$ cat src/rtl/mem_access_ctrl.sv
// mem_access_ctrl: initiator-side sequencer for the 512x32 asynchronous RAM.
// Takes single-word read/write requests from the MAR/MDR path, drives the RAM
// strobes, address and write data with one cycle of setup and one of hold, and
// returns read data alongside a one-cycle done pulse.
//
// Ports:
//   clock, clear          - clock and synchronous active-low reset
//   req_read, req_write   - level requests, sampled only while idle
//   addr_in, wdata_in     - word address (MAR) and write data (MDR)
//   rdata_out             - captured read data to MDR
//   busy, done, err       - status: in-flight, completion pulse, error pulse
//   ram_read, ram_write   - RAM strobes (this block is their only driver)
//   ram_address, ram_wdata- RAM address and write data
//   ram_rdata             - RAM read data, may be Z while not reading
module mem_access_ctrl #(
    parameter int unsigned WAIT_CYCLES = 1,
    parameter int unsigned ADDR_W      = 9
) (
    input  logic              clock,
    input  logic              clear,
    input  logic              req_read,
    input  logic              req_write,
    input  logic [31:0]       addr_in,
    input  logic [31:0]       wdata_in,
    output logic [31:0]       rdata_out,
    output logic              busy,
    output logic              done,
    output logic              err,
    output logic              ram_read,
    output logic              ram_write,
    output logic [ADDR_W-1:0] ram_address,
    output logic [31:0]       ram_wdata,
    input  logic [31:0]       ram_rdata
);

    localparam int unsigned DATA_W = 32;
    localparam int unsigned CNT_W  = 3;

    typedef enum logic [2:0] {
        S_IDLE  = 3'd0,
        S_SETUP = 3'd1,
        S_READ  = 3'd2,
        S_WRITE = 3'd3,
        S_HOLD  = 3'd4,
        S_DONE  = 3'd5
    } state_t;

    state_t             state;
    state_t             next_state;
    logic [CNT_W-1:0]   cnt;
    logic               op_write;

    // Next-value nets for the registered outputs and datapath
    logic [CNT_W-1:0]   cnt_d;
    logic               op_write_d;
    logic               busy_d;
    logic               done_d;
    logic               err_d;
    logic               ram_read_d;
    logic               ram_write_d;
    logic [ADDR_W-1:0]  ram_address_d;
    logic [DATA_W-1:0]  ram_wdata_d;
    logic [DATA_W-1:0]  rdata_out_d;

    // Request qualification in IDLE
    logic req_any;
    logic req_bad;
    logic accept;
    logic read_last;

    assign req_any   = req_read | req_write;
    assign req_bad   = (req_read & req_write) | (|addr_in[DATA_W-1:ADDR_W]);
    assign accept    = (state == S_IDLE) & req_any & ~req_bad;
    assign read_last = (state == S_READ) & (cnt == '0);

    // State register
    always_ff @(posedge clock) begin
        if (!clear) begin
            state <= S_IDLE;
        end else begin
            state <= next_state;
        end
    end

    // Next-state logic
    always_comb begin
        next_state = state;
        case (state)
            S_IDLE:  if (accept) next_state = S_SETUP;
            S_SETUP: next_state = op_write ? S_WRITE : S_READ;
            S_READ:  if (cnt == '0) next_state = S_HOLD;
            S_WRITE: next_state = S_HOLD;
            S_HOLD:  next_state = S_DONE;
            S_DONE:  next_state = S_IDLE;
            default: next_state = S_IDLE;
        endcase
    end

    // Output logic: strobes and status are decoded from the next state so that
    // the registered copies line up with the state they belong to.
    always_comb begin
        busy_d        = (next_state != S_IDLE);
        done_d        = (next_state == S_DONE);
        ram_read_d    = (next_state == S_READ);
        ram_write_d   = (next_state == S_WRITE);
        err_d         = (state == S_IDLE) & req_any & req_bad;
        op_write_d    = op_write;
        ram_address_d = ram_address;
        ram_wdata_d   = ram_wdata;
        rdata_out_d   = rdata_out;
        cnt_d         = cnt;

        if (accept) begin
            op_write_d    = req_write;
            ram_address_d = addr_in[ADDR_W-1:0];
            if (req_write) begin
                ram_wdata_d = wdata_in;
            end
        end

        // Read strobe is held for WAIT_CYCLES+1 cycles; counter loads on SETUP
        if (state == S_SETUP) begin
            cnt_d = CNT_W'(WAIT_CYCLES);
        end else if ((state == S_READ) && (cnt != '0)) begin
            cnt_d = cnt - CNT_W'(1);
        end

        // Capture only while the read strobe is high, so RAM Z is never taken
        if (read_last) begin
            rdata_out_d = ram_rdata;
        end
    end

    // Output and datapath registers
    always_ff @(posedge clock) begin
        if (!clear) begin
            busy        <= 1'b0;
            done        <= 1'b0;
            err         <= 1'b0;
            ram_read    <= 1'b0;
            ram_write   <= 1'b0;
            ram_address <= '0;
            ram_wdata   <= '0;
            rdata_out   <= '0;
            op_write    <= 1'b0;
            cnt         <= '0;
        end else begin
            busy        <= busy_d;
            done        <= done_d;
            err         <= err_d;
            ram_read    <= ram_read_d;
            ram_write   <= ram_write_d;
            ram_address <= ram_address_d;
            ram_wdata   <= ram_wdata_d;
            rdata_out   <= rdata_out_d;
            op_write    <= op_write_d;
            cnt         <= cnt_d;
        end
    end

endmodule
$ cat config.mk
export PLATFORM = sky130hd
export DESIGN_NAME = mem_access_ctrl
export DESIGN_NICKNAME = d
export VERILOG_FILES = /design/src/rtl/mem_access_ctrl.sv
export SDC_FILE = /design/constraint.sdc
export NUM_CORES = 1
export LEC_CHECK = 0
export ABC_AREA = 1
export ABC_CLOCK_PERIOD_IN_PS = 3100
export CAP_MARGIN = 0
export CORE_ASPECT_RATIO = 1.2
export CORE_MARGIN = 10
export CORE_UTILIZATION = 41
export DETAILED_ROUTE_END_ITERATION = 16
export PLACE_DENSITY = 0.81
export SYNTH_ARGS = -nofsm -noshare
export SYNTH_HDL_FRONTEND = slang
export SYNTH_SLANG_ARGS = --single-unit
$ cat constraint.sdc
create_clock -name clock -period 3.1 [get_ports clock]
set_input_delay 0.31 -clock clock [delete_from_list [all_inputs] [get_ports clock]]
set_output_delay 0.31 -clock clock [all_outputs]
set_load 0.005 [all_outputs]
==> impl_metrics.csv <==
group,metric,value,unit
clock_network,hold_buffers,0,
power_and_ir_drop,p_seq_share,50.8,%
critical_path,cp_max_fo,34,
sta,period_minus_slack,2.298,ns
synthesis,ys_ff_latch,85,
synthesis,synth-simple-area-share,30.72,%
layout,final_common_cell,"clkdlybuf4s50_1",
critical_path,crit_end,"ram_address[1]$_SDFFE_PN0P_",
clock_network,htreeDepth,3,
sta,tns,0,ns
route,routed_via_density,4.573,
layout,layout-drive-gt1-share,4.090,%
critical_path,r2r-start,"state[2]$_SDFF_PN0_",
placement,dp_hpwl,8727,um
layout,diodes,0,
clock_network,postCtsSetupBuffers,0,
route,vias,3777,
floorplan,core,8611,um2
clock_network,clkLatencyLatePin,0.34,ns
critical_path,regToRegSetupSlack,1.01,ns
synthesis,netlist_area,3617,um2
power_and_ir_drop,internal_power,1693,uW
clock_network,cts_inserted_buffers,9,
grt,grtUsageTotal,17.17,%
critical_path,cp.required,3.34,ns
synthesis,syn-mean-instance-area,6.723,um2
clock_network,clk_pin_slew,0.09,ns
sta,rsz0062_at_grt,"no",
power_and_ir_drop,ir_drop,0.2792,mV
floorplan,die_area,13000,um2
worst_hold_path,hp-class,"reg2reg",
sta,worstMarginPinSlew,1.034,ns
floorplan,rows,37,
synthesis,synth-xor-area-share,0,%
synthesis,syn_inst,538,
synthesis,synth_compound_area_share,6.780,%
route,wl_per_cell,13.88,um
clock_network,cts_num_sinks,85,
critical_path,crit_start,"req_write",
floorplan,pin_count,178,
sta,hold_ws,0.4886,ns
synthesis,seq_area_frac_synth,47.04,%
layout,nNetsFinal,806,
synthesis,synth_nets,640,
route,drt_iter0_drc,209,
grt,grt_pass1_vias,3819,
layout,utilization,66.11,%
floorplan,start_util,42.01,%
layout,mostFrequentLayoutCells,"clkdlybuf4s50_1, nor2_1, inv_1, dfxtp_1, nand2_1",
synthesis,synth_top_family_by_area,"simple AND/OR/NAND/NOR gates",
synthesis,ys_warn_count,0,
critical_path,cp.arrival,2.54,ns
layout,syn_to_final_growth,57.38,%
placement,portBuffers,177,
synthesis,synthDistinctLibCells,24,
floorplan,die_x,105.7,um
route,drc,0,
sta,slew_headroom,30.98,%
sta,slew_viol_final,0,
grt,grt-ovfl-total,0,
clock_network,ctsResizeCount,0,
route,first_pass_iters,4,
power_and_ir_drop,power_frac_clock,40.2,%
sta,setup_viol,0,
clock_network,ctsRootBufferMaster,"clkbuf_8",
grt,grt_max_degree,48,
power_and_ir_drop,leakage,0.002537,uW
sta,timing.final.crit_share,74.13,%
critical_path,rr_endpoint,"rdata_out[0]$_SDFFE_PN0P_",
power_and_ir_drop,combPwrFrac,9.0,%
critical_path,crit_path_start_kind,"input port",
clock_network,cts_buffer_depth,2,
critical_path,end_kind,"register",
run,drv_cap,0,
placement,gp_congestion,0.8882,
power_and_ir_drop,power_density,377.6,nW/um2
synthesis,synth_fa_ha_area_share,0.6918,%
sta,clock_skew,0.009364,ns
grt,grt_pass1_wl,18530,um
sta,finalHoldViolCount,0,
power_and_ir_drop,p_switching,456.3,uW
floorplan,die_h,122.9,um
critical_path,critPathKind,"in2reg",
status,status,"finished clean",
clock_network,cts_tree,"yes",
grt,antenna_found_initial,0,
sta,fmax,0.4352,GHz
route,postRouteAntennaNets,0,
power_and_ir_drop,sw_frac_of_total,21.23,%
critical_path,r2r_cells,7,
route,wirelength,11470,um
synthesis,synthMuxAreaShare,0,%
==> cell usage after synthesis <==
| master | instances | area, um2 |
|---|---|---|
| nand4_1 | 32 | 200.2 |
| o21ai_1 | 2 | 10.01 |
| a31oi_1 | 2 | 12.51 |
| clkinv_1 | 1 | 3.750 |
| buf_1 | 3 | 11.26 |
| o21ai_0 | 41 | 205.2 |
| nor2_1 | 135 | 506.7 |
| inv_1 | 111 | 416.7 |
| nor4_1 | 1 | 6.260 |
| nor3_2 | 1 | 10.01 |
| nand3_2 | 1 | 10.01 |
| nor3_4 | 1 | 16.27 |
| nand3_1 | 4 | 20.02 |
| ha_1 | 2 | 25.02 |
| a211oi_1 | 1 | 7.510 |
| dfxtp_1 | 85 | 1702 |
| nand2_1 | 83 | 311.6 |
| and2_0 | 1 | 6.260 |
| buf_2 | 4 | 20.02 |
| or2_0 | 1 | 6.260 |
| clkbuf_1 | 22 | 82.58 |
| nor2_4 | 1 | 11.26 |
| a21oi_1 | 2 | 10.01 |
| nor2_2 | 1 | 6.260 |
==> power groups by stage <==
stage | sequential [uW] | clock [uW] | combinational, uW
finish | 1090 | 864 | 193
global route | 1090 | 934 | 212
CTS | 1090 | 893 | 194
detailed placement | 1120 | 0 | 192
global placement | 1120 | 0 | 189
floorplan | 1120 | 0 | 52.2
==> cell families (layout without fill, tap and decap cells) <==
logic type	after synthesis	in the layout
AND/OR/NAND/NOR	262	262
buffers and inverters	141	312
flip-flops	85	85
AO/OA/AOI/OAI	48	48
adder cells (fa/ha/maj)	2	2
==> metal layers <==
layer | up-vias | wire [um] | track usage, %
li1 | 1939 | - | -
met1 | 1695 | 4984 | 20.11
met2 | 135 | 5367 | 28.33
met3 | 8 | 1014 | 6.976
met4 | 0 | 104 | 5.254
met5 | - | 0 | 0
==> per-stage QoR <==
step | setup WS (ns) | instance area, um2 | cells | total power (uW)
final | 0.8020 | 5693 | 826 | 2150
after global placement | 0.5494 | 5469 | 810 | 1307
after detailed placement | 0.4649 | 5469 | 810 | 1310
after global routing | 0.6060 | 5693 | 826 | 2238
after floorplan | 1.633 | 3617 | 538 | 1170
after CTS | 0.8316 | 5693 | 826 | 2179
==> worst min path at each step <==
stage                                startpoint                     to  slack (ns)  depth (start not counted)
final                     op_write$_SDFFE_PN0P_  op_write$_SDFFE_PN0P_        0.49                          2
after global placement    op_write$_SDFFE_PN0P_  op_write$_SDFFE_PN0P_        0.45                          2
after detailed placement  op_write$_SDFFE_PN0P_  op_write$_SDFFE_PN0P_        0.46                          2
after CTS                 op_write$_SDFFE_PN0P_  op_write$_SDFFE_PN0P_        0.48                          2
after global routing      op_write$_SDFFE_PN0P_  op_write$_SDFFE_PN0P_        0.49                          2
after floorplan           op_write$_SDFFE_PN0P_   ram_write$_SDFF_PN0_        0.44                          2
==> worst max-delay path, cell delays in order <==
cell	delay [ns]
clkdlybuf4s50_1	0.50
buf_4	0.19
nand2_1	0.09
nand2_1	0.07
nor2_1	0.04
nand2_1	0.10
nor2_4	0.05
buf_4	0.24
nand2_1	0.36
clkinv_1	0.34
nor2_1	0.19
nor2_1	0.06
==> final cells by class <==
type / instances / area, um2
multi-input cells: 312 / 1381
well taps: 117 / 146.4
clock buffers: 10 / 137.6
inverters: 112 / 420.4
clock inverters: 6 / 86.33
fillers: 742 / 2918
repair buffers: 184 / 1819
flip-flops and latches: 85 / 1702
==> sequential cells by signal (all words and copies together) (netlist names) <==
register	count
ram_wdata	32
rdata_out	32
ram_address	9
cnt	3
state	3
busy	1
done	1
err	1
op_write	1
ram_read	1
ram_write	1
No activity file was read; power rests on OpenSTA's default activity.
